[src/rtl/spin_pkg.sv]
// Shared defaults and state encoding for the spin pulse generator.
package spin_pkg;

  localparam int unsigned DefValW      = 28;
  localparam int unsigned DefCntW      = 32;
  localparam int unsigned DefMinPeriod = 4;

  typedef enum logic {
    StIdle = 1'b0,
    StRun  = 1'b1
  } spin_state_e;

endpackage

[src/rtl/spin_val_sync.sv]
// Two-stage stability filter: target only follows val_i once it has held for two samples.
module spin_val_sync
  import spin_pkg::*;
#(
  parameter int unsigned VAL_W = DefValW
) (
  input  logic             clk,
  input  logic             rst,
  input  logic [VAL_W-1:0] val_i,
  output logic [VAL_W-1:0] target_o
);

  logic [VAL_W-1:0] s1_q, s2_q, target_q;

  always_ff @(posedge clk) begin
    if (rst) begin
      s1_q     <= '0;
      s2_q     <= '0;
      target_q <= '0;
    end else begin
      s1_q <= val_i;
      s2_q <= s1_q;
      // A word still moving between samples is ignored.
      if (s1_q == s2_q) begin
        target_q <= s2_q;
      end
    end
  end

  assign target_o = target_q;

endmodule

[src/rtl/spin_pulse_gen.sv]
// Square-wave spin generator: period taken from the filtered rate word, changed only at
// period boundaries, with optional slew-limited ramping between periods.
module spin_pulse_gen
  import spin_pkg::*;
#(
  parameter int unsigned VAL_W      = DefValW,
  parameter int unsigned CNT_W      = DefCntW,
  parameter int unsigned MIN_PERIOD = DefMinPeriod,
  parameter int unsigned RAMP_STEP  = 0
) (
  input  logic             clk,
  input  logic             rst,
  input  logic [VAL_W-1:0] val_i,
  input  logic             enable_i,
  output logic             pulse_o,
  output logic             active_o,
  output logic [VAL_W-1:0] period_o,
  output logic             update_o,
  output logic [CNT_W-1:0] pulse_cnt_o
);

  localparam logic [VAL_W-1:0] MinP = VAL_W'(MIN_PERIOD);
  localparam logic [VAL_W-1:0] Step = VAL_W'(RAMP_STEP);

  spin_state_e      state_q, state_d;
  logic [VAL_W-1:0] cnt_q, cnt_d;
  logic [VAL_W-1:0] period_q, period_d;
  logic [CNT_W-1:0] pulse_cnt_q, pulse_cnt_d;
  logic             pulse_q, pulse_d;
  logic             update_q, update_d;
  logic [VAL_W-1:0] target, eff, diff, ramp_period;

  spin_val_sync #(
    .VAL_W (VAL_W)
  ) u_val_sync (
    .clk      (clk),
    .rst      (rst),
    .val_i    (val_i),
    .target_o (target)
  );

  always_comb begin
    eff = '0;
    if (target != '0) begin
      eff = (target < MinP) ? MinP : target;
    end
  end

  // Period to adopt at the next boundary, slew-limited when a ramp step is configured.
  always_comb begin
    diff        = '0;
    ramp_period = eff;
    if (RAMP_STEP != 0) begin
      if (eff > period_q) begin
        diff        = eff - period_q;
        ramp_period = period_q + ((diff > Step) ? Step : diff);
      end else begin
        diff        = period_q - eff;
        ramp_period = period_q - ((diff > Step) ? Step : diff);
      end
    end
  end

  always_comb begin
    state_d     = state_q;
    cnt_d       = cnt_q;
    period_d    = period_q;
    pulse_cnt_d = pulse_cnt_q;
    unique case (state_q)
      StIdle: begin
        cnt_d = '0;
        if (enable_i && (eff != '0)) begin
          state_d  = StRun;
          period_d = eff;
        end
      end
      StRun: begin
        if (cnt_q == period_q - 1'b1) begin
          cnt_d       = '0;
          pulse_cnt_d = pulse_cnt_q + 1'b1;
          // Stop takes priority over any pending period change.
          if (!enable_i || (eff == '0)) begin
            state_d  = StIdle;
            period_d = '0;
          end else begin
            period_d = ramp_period;
          end
        end else begin
          cnt_d = cnt_q + 1'b1;
        end
      end
      default: begin
        state_d  = StIdle;
        cnt_d    = '0;
        period_d = '0;
      end
    endcase
    pulse_d  = (state_d == StRun) && (cnt_d < (period_d >> 1));
    update_d = (period_d != period_q);
  end

  always_ff @(posedge clk) begin
    if (rst) begin
      state_q     <= StIdle;
      cnt_q       <= '0;
      period_q    <= '0;
      pulse_cnt_q <= '0;
      pulse_q     <= 1'b0;
      update_q    <= 1'b0;
    end else begin
      state_q     <= state_d;
      cnt_q       <= cnt_d;
      period_q    <= period_d;
      pulse_cnt_q <= pulse_cnt_d;
      pulse_q     <= pulse_d;
      update_q    <= update_d;
    end
  end

  assign pulse_o     = pulse_q;
  assign active_o    = (state_q == StRun);
  assign period_o    = period_q;
  assign update_o    = update_q;
  assign pulse_cnt_o = pulse_cnt_q;

endmodule

[config.mk]
export PLATFORM = sky130hd
export DESIGN_NAME = spin_pulse_gen
export DESIGN_NICKNAME = d
export VERILOG_FILES = /design/src/rtl/spin_pkg.sv /design/src/rtl/spin_val_sync.sv /design/src/rtl/spin_pulse_gen.sv
export SDC_FILE = /design/constraint.sdc
export NUM_CORES = 1
export LEC_CHECK = 0
export BUFFER_PORTS_ARGS = -buffer_cell sky130_fd_sc_hd__clkbuf_2
export CORE_AREA = 4 4 155 157
export CTS_BUF_LIST = sky130_fd_sc_hd__clkbuf_2
export DETAILED_ROUTE_END_ITERATION = 8
export DIE_AREA = 0 0 159 161
export GPL_TIMING_DRIVEN = 1
export SYNTH_ARGS = -nofsm -noshare
export SYNTH_HDL_FRONTEND = slang
export SYNTH_SLANG_ARGS = --single-unit
[constraint.sdc]
create_clock -name clk -period 4.7 [get_ports clk]
set_input_delay 0.705 -clock clk [delete_from_list [all_inputs] [get_ports clk]]
set_output_delay 0.705 -clock clk [all_outputs]
set_load 0.005 [all_outputs]
==> After elaboration in Yosys (flattened, before gate mapping) <==
Index checks and enable logic that the tools add are counted.
{ "totals": {"reg_bits": 175, "inputBits": 31, "out_inout_bits": 63, "elab_cells": 38} }
{ "op_classes": {"eq_ne": 3, "n_bitwise": 1, "add_sub_neg": 3, "n_mux": 12, "reduce_logical": 8, "order_cmp": 2} }
{ "op_table": {"columns": ["operator", "n"], "rows": [
  ["$mux 28", 6],
  ["$pmux 28 s2", 2],
  ["$eq 28x28->1", 2],
  ["$reduce_bool 28->1", 2],
  ["$add 32x1->32 const B", 1],
  ["$add 28x1->28 const B", 1],
  ["$logic_not 28->1", 1],
  ["$lt 28x27->1", 1],
  ["$lt 28x3->1 const B", 1],
  ["$ne 28x28->1", 1],
  ["$sub 28x1->28 const B", 1],
  ["$mux 1", 3],
  ["$logic_and 1x1->1", 2],
  ["$pmux 1 s2", 1],
  ["$reduce_and 2->1", 1],
  ["$logic_not 1->1", 1],
  ["$logic_or 1x1->1", 1],
  ["$not 1->1", 1]
]} }

==> Depth between registers and ports, before layout <==
{ "logic_depth": {"ltp_word": 10, "ltp_mapped": 24, "mapped_depth_nobuf": 20} }

==> Cells and area by module <==
Synthesis repeated with hierarchy kept, for this count alone.
{ "unflattened": {"hier_cells": 1108, "hier_area_um2": 9654.3} }
{ "by_module_without_submodules": {"columns": ["mod", "area_per_inst_um2", "seq_area_each_um2", "n_inst", "cells_per_inst"], "rows": [
  ["spin_pulse_gen", 6583.8, 1821.7, 1, 832],
  ["spin_val_sync", 3070.4, 1681.6, 1, 276]
]} }

==> Least setup slack after synthesis <==
Ideal clock, no wire load.
{ "synth_path": {"path_kind": "reg2reg", "from": "register period_q[1], in the netlist period_o[1]", "to": "register pulse_q, in the netlist pulse_o", "slack_ps": -148, "n_path_buf": 4, "stages_incl_launch_ff": 24, "required_time_ps": 4582, "setup_time_ps": 118, "arrival_ps": 4730, "period_less_slack_ps": 4848, "cell_sequence": "dfxtp_1 > clkbuf_1 > inv_1 > ha_1 > nor4b_4 > nand4b_4 > and4bb_1 > xnor2_1 > nor4_4 > a41o_1 > buf_2 > clkbuf_1 > clkbuf_1 > nor2_1 > ha_1 > and3_1 > nand3_1 > nor4_1 > nand3_1 > a2111oi_0 > o31a_1 > nor3_1 > o211ai_1 > nor2_1"} }
{ "synth_between": {"elab_chain_len": 6, "word_cells_on_any_way": 11, "cone_classes": "add/sub (1); order compare (1); eq/ne (1); mux (7); reduce/logical (1)"} }
{ "synth_rtl": {"columns": ["element", "line_no", "text"], "rows": [
  ["from (decl)", "spin_pulse_gen.sv:27", "logic [VAL_W-1:0] period_q, period_d;"],
  ["from (signal assigned)", "spin_pulse_gen.sv:113", "period_q <= period_d;"],
  ["$sub 28x1->28", "spin_pulse_gen.sv:78", "if (cnt_q == period_q - 1'b1) begin"],
  ["$eq 28x28->1", "spin_pulse_gen.sv:78", null],
  ["$mux 28", "spin_pulse_gen.sv:78", null],
  ["$pmux 28 s2", "spin_pulse_gen.sv:69", "unique case (state_q)"],
  ["net cnt_d[26]", "spin_pulse_gen.sv:26", "logic [VAL_W-1:0] cnt_q, cnt_d;"],
  ["$lt 28x27->1", "spin_pulse_gen.sv:98", "pulse_d = (state_d == StRun) && (cnt_d < (period_d >> 1));"],
  ["$logic_and 1x1->1", "spin_pulse_gen.sv:98", null],
  ["to (signal assigned)", "spin_pulse_gen.sv:115", "pulse_q <= pulse_d;"],
  ["to (decl)", "spin_pulse_gen.sv:29", "logic pulse_q, pulse_d;"]
]} }
The timed path passes the listed nets, and every way through them passes these cells.
A chain may end at the register's enable or synchronous reset.

==> Final worst setup path <==
{ "layout_path": {"from": "register period_q[11], in the netlist period_o[11]", "to": "register pulse_q, in the netlist pulse_o"} }
{ "layout_between": {"elab_chain_len": 6, "word_cells_on_any_way": 11, "cone_classes": "add/sub (1); order compare (1); eq/ne (1); mux (7); reduce/logical (1)"} }
{ "layout_rtl": {"columns": ["element", "line_no"], "rows": [
  ["$sub 28x1->28", "spin_pulse_gen.sv:78"],
  ["$eq 28x28->1", "spin_pulse_gen.sv:78"],
  ["$mux 28", "spin_pulse_gen.sv:78"],
  ["$pmux 28 s2", "spin_pulse_gen.sv:69"],
  ["$lt 28x27->1", "spin_pulse_gen.sv:98"],
  ["$logic_and 1x1->1 *", "spin_pulse_gen.sv:98"]
]} }
Every way passes the cells marked *; elsewhere a longest branch is shown, timed or not.

==> reports/results.tsv <==
metric	value	unit
crit_family	compound AO/OA/AOI/OAI gates	
nets	1235	
status	finished clean	
drive_gt1_frac	0.222	
synth_seq_cells	175	
layoutNonFillerInstCount	1473	
dp_cells	1427	
drt_wl_total	25700	um
synth_area	8970	um2
clk_path_buf_depth	2	
rsz0062_at_grt	true	
core.rowCount	55	
crit_chain	or4_4, nand4b_4, buf_4, buf_4, o211a_1, a311oi_4, a21oi_2, a41o_2, nor2b_4, clkbuf_16, buf_6, a22oi_2, ha_1, a2111oi_2, o21ai_0, a31o_2, a21oi_1, nor2_1, nor3_2, o211ai_1, nor2_1	
drtAntennaViolNets	0	
dp.final_hpwl	19100	um
design_area	10800	um2
vias	7942	
critPathKind	register to register	
grt_pass1_vias	7543	
hold_violations	0	
fp.coreArea	22500	um2
cts-root-buf	clkbuf_2	
layout_common_cells	dfxtp_1 (173), nor2_1 (136), clkbuf_2 (109)	
max_stage_delay	530	ps
relSlewSlack	0.371	
arrival	5330	ps
synth_area_per_cell	8.62	um2
dieHeight	161	um
drt_pass1_iterations	5	
leakagePower	4.46	nW
area.growth.synth_to_final	19.9	%
async_reset_ff_frac	0	
timing.final.crit_share	0.991	
dpl_cell_area	10100	um2
maxCapViolations	0	
dpl_worst_slack	23.4	ps
worstHoldStart	val_i[5]	
peakVddDrop	0.154	mV
drt_iter0_markers	497	
synth_nets	1101	
path_buf_inv	4	
die_w	159	um
wl_per_cell	17.5	um
tightest_slew	943	ps
synth_top_area_cell	dfxtp_1	
synthXorXnorAreaFrac	0.125	
grt_antenna_before_repair	1	
ys_types	64	
port_buffers	93	
clock_latency	760	ps
whs_endpoint	u_val_sync.s1_q[5]	
drv_slew	0	
clk_pin_slew_worst_paths	300	ps
hold_buffers	0	
setup_viol	0	
synth_top_family_by_area	simple AND/OR/NAND/NOR gates	
drc	0	
holdPathStages	2	
worstSetupStartpointType	register	
boundaryPins	94	
setup_ws	44.5	ps
synth_ff_type	dfxtp_1	
yosys-mux-area-fraction	0.0346	
rr_worst_depth	21	
synth_edf_count	0	
hp-class	input port to register	
power_density	222	nW/um2
min_period	4660	ps
vias_per_cell	5.39	
synthSimpleGateAreaFrac	0.263	
syn_inst	1041	
yosys_warnings	0	
synth_area_leaders	dfxtp_1 (39%), xnor2_1 (7.7%), nor2_1 (5.7%)	
die_area	25600	um2
cts_inserted_buffers	17	
final_common_cell	dfxtp_1	
grtUsageTotal	0.197	
fin_skew	57.9	ps
critical_path.slowest_cell	or4_4	
post_synth_fa_ha_maj_area_fraction	0.0405	
endpoint_kind	register	
synth_top_area_share	0.391	
overflow	0	
cts_sinks	175	
h-tree-depth	4	
start_util	0.399	
fmax	0.215	GHz
ys_seq_area_frac	0.391	
synth_compound_area_frac	0.102	
crit_fanout	5	
grt_first_pass_wirelength	41100	um
gp_congestion	0.929	
cp.required	5370	ps
grt_max_degree	91	
cts_tree	built	
regToRegStartpoint	period_o[11]	
r2r_slack	40	ps
r2r_end	pulse_o	
-- flip-flops by register name, summed over array words and instances (netlist names) --
name,count
pulse_o,1
pulse_cnt_o,32
active_o,1
period_o,28
u_val_sync.s2_q,28
update_o,1
u_val_sync.target_o,28
u_val_sync.s1_q,28
cnt_q,28
-- per-layer routing --
metal	up-vias	wire length (um)	GRT usage	share of wire
met1	3746	12000	0.281	0.47
met4	0	433	0.0552	0.017
met5	-	0	0	0
met3	37	1440	0.0299	0.056
met2	244	11800	0.312	0.46
li1	3915	-	-	-
-- synth_stat cells, types with 6 or more instances --
library cell / count
dfxtp_1: 175
nor2_1: 136
xnor2_1: 79
nor2b_1: 62
nor3_1: 61
clkbuf_1: 51
xor2_1: 49
nand2_1: 40
inv_1: 36
mux2i_1: 31
nor4_1: 30
a22oi_1: 29
ha_1: 29
o21ai_0: 29
nand3_1: 28
nand4_1: 26
a21oi_1: 14
and3_1: 11
and4_1: 9
a211oi_1: 7
buf_2: 7
buf_1: 6
nand2b_1: 6
o22ai_1: 6
-- through the flow --
step | hold slack, ps | setup TNS (ps) | total power, W | util
2_1_floorplan | 458 | 0 | 0.00160 | -
3_5_place_dp | 469 | 0 | 0.00163 | 0.449
3_3_place_gp | 465 | 0 | 0.00163 | 0.449
5_1_grt | 8.12 | -177 | 0.00248 | 0.478
4_1_cts | 40.1 | 0 | 0.00241 | 0.460
6_report | 114 | 0 | 0.00238 | 0.478
-- worst max path at each step --
stage | from | to | slack [ps] | cells after the start
5_1_grt | period_o[0] | pulse_o | -180 | 24
6_report | period_o[11] | pulse_o | 40 | 21
3_3_place_gp | period_o[0] | pulse_o | 130 | 23
3_5_place_dp | period_o[0] | pulse_o | 20 | 23
4_1_cts | period_o[0] | pulse_o | 40 | 24
2_1_floorplan | period_o[1] | pulse_o | 7 | 24
-- power by group --
group	internal, W	switching (W)
registers	0.00151	0.0000158
clock network	0.000169	0.000607
logic	0.0000365	0.0000410
total	0.00172	0.000663
-- kinds of logic after synthesis --
family                     after synthesis
xor gates and xnor gates               128
adders and majority gates               29
DFF                                    175
muxes                                   31
and+or+nand+nor                        445
AOI/OAI and AO/OA                      132
buffers and inverters                  101
-- repair_timing --
action,CTS,global route
endpoints found under the setup margin,1,1
setup buffers,2,11
cloned,0,1
pin swaps,0,20
gates resized for setup,1,59
-- area by class of cell --
class                   instances  area, um2
inverters                      36        135
clock inverters                14        149
well taps                     285        357
clock buffers                  17       85.1
repair buffers                180       1170
fillers                      2170      11800
multi-input cells             765       5340
diodes                          1       2.50
flip-flops and latches        175       3510
(Power assumes the default switching activity.)
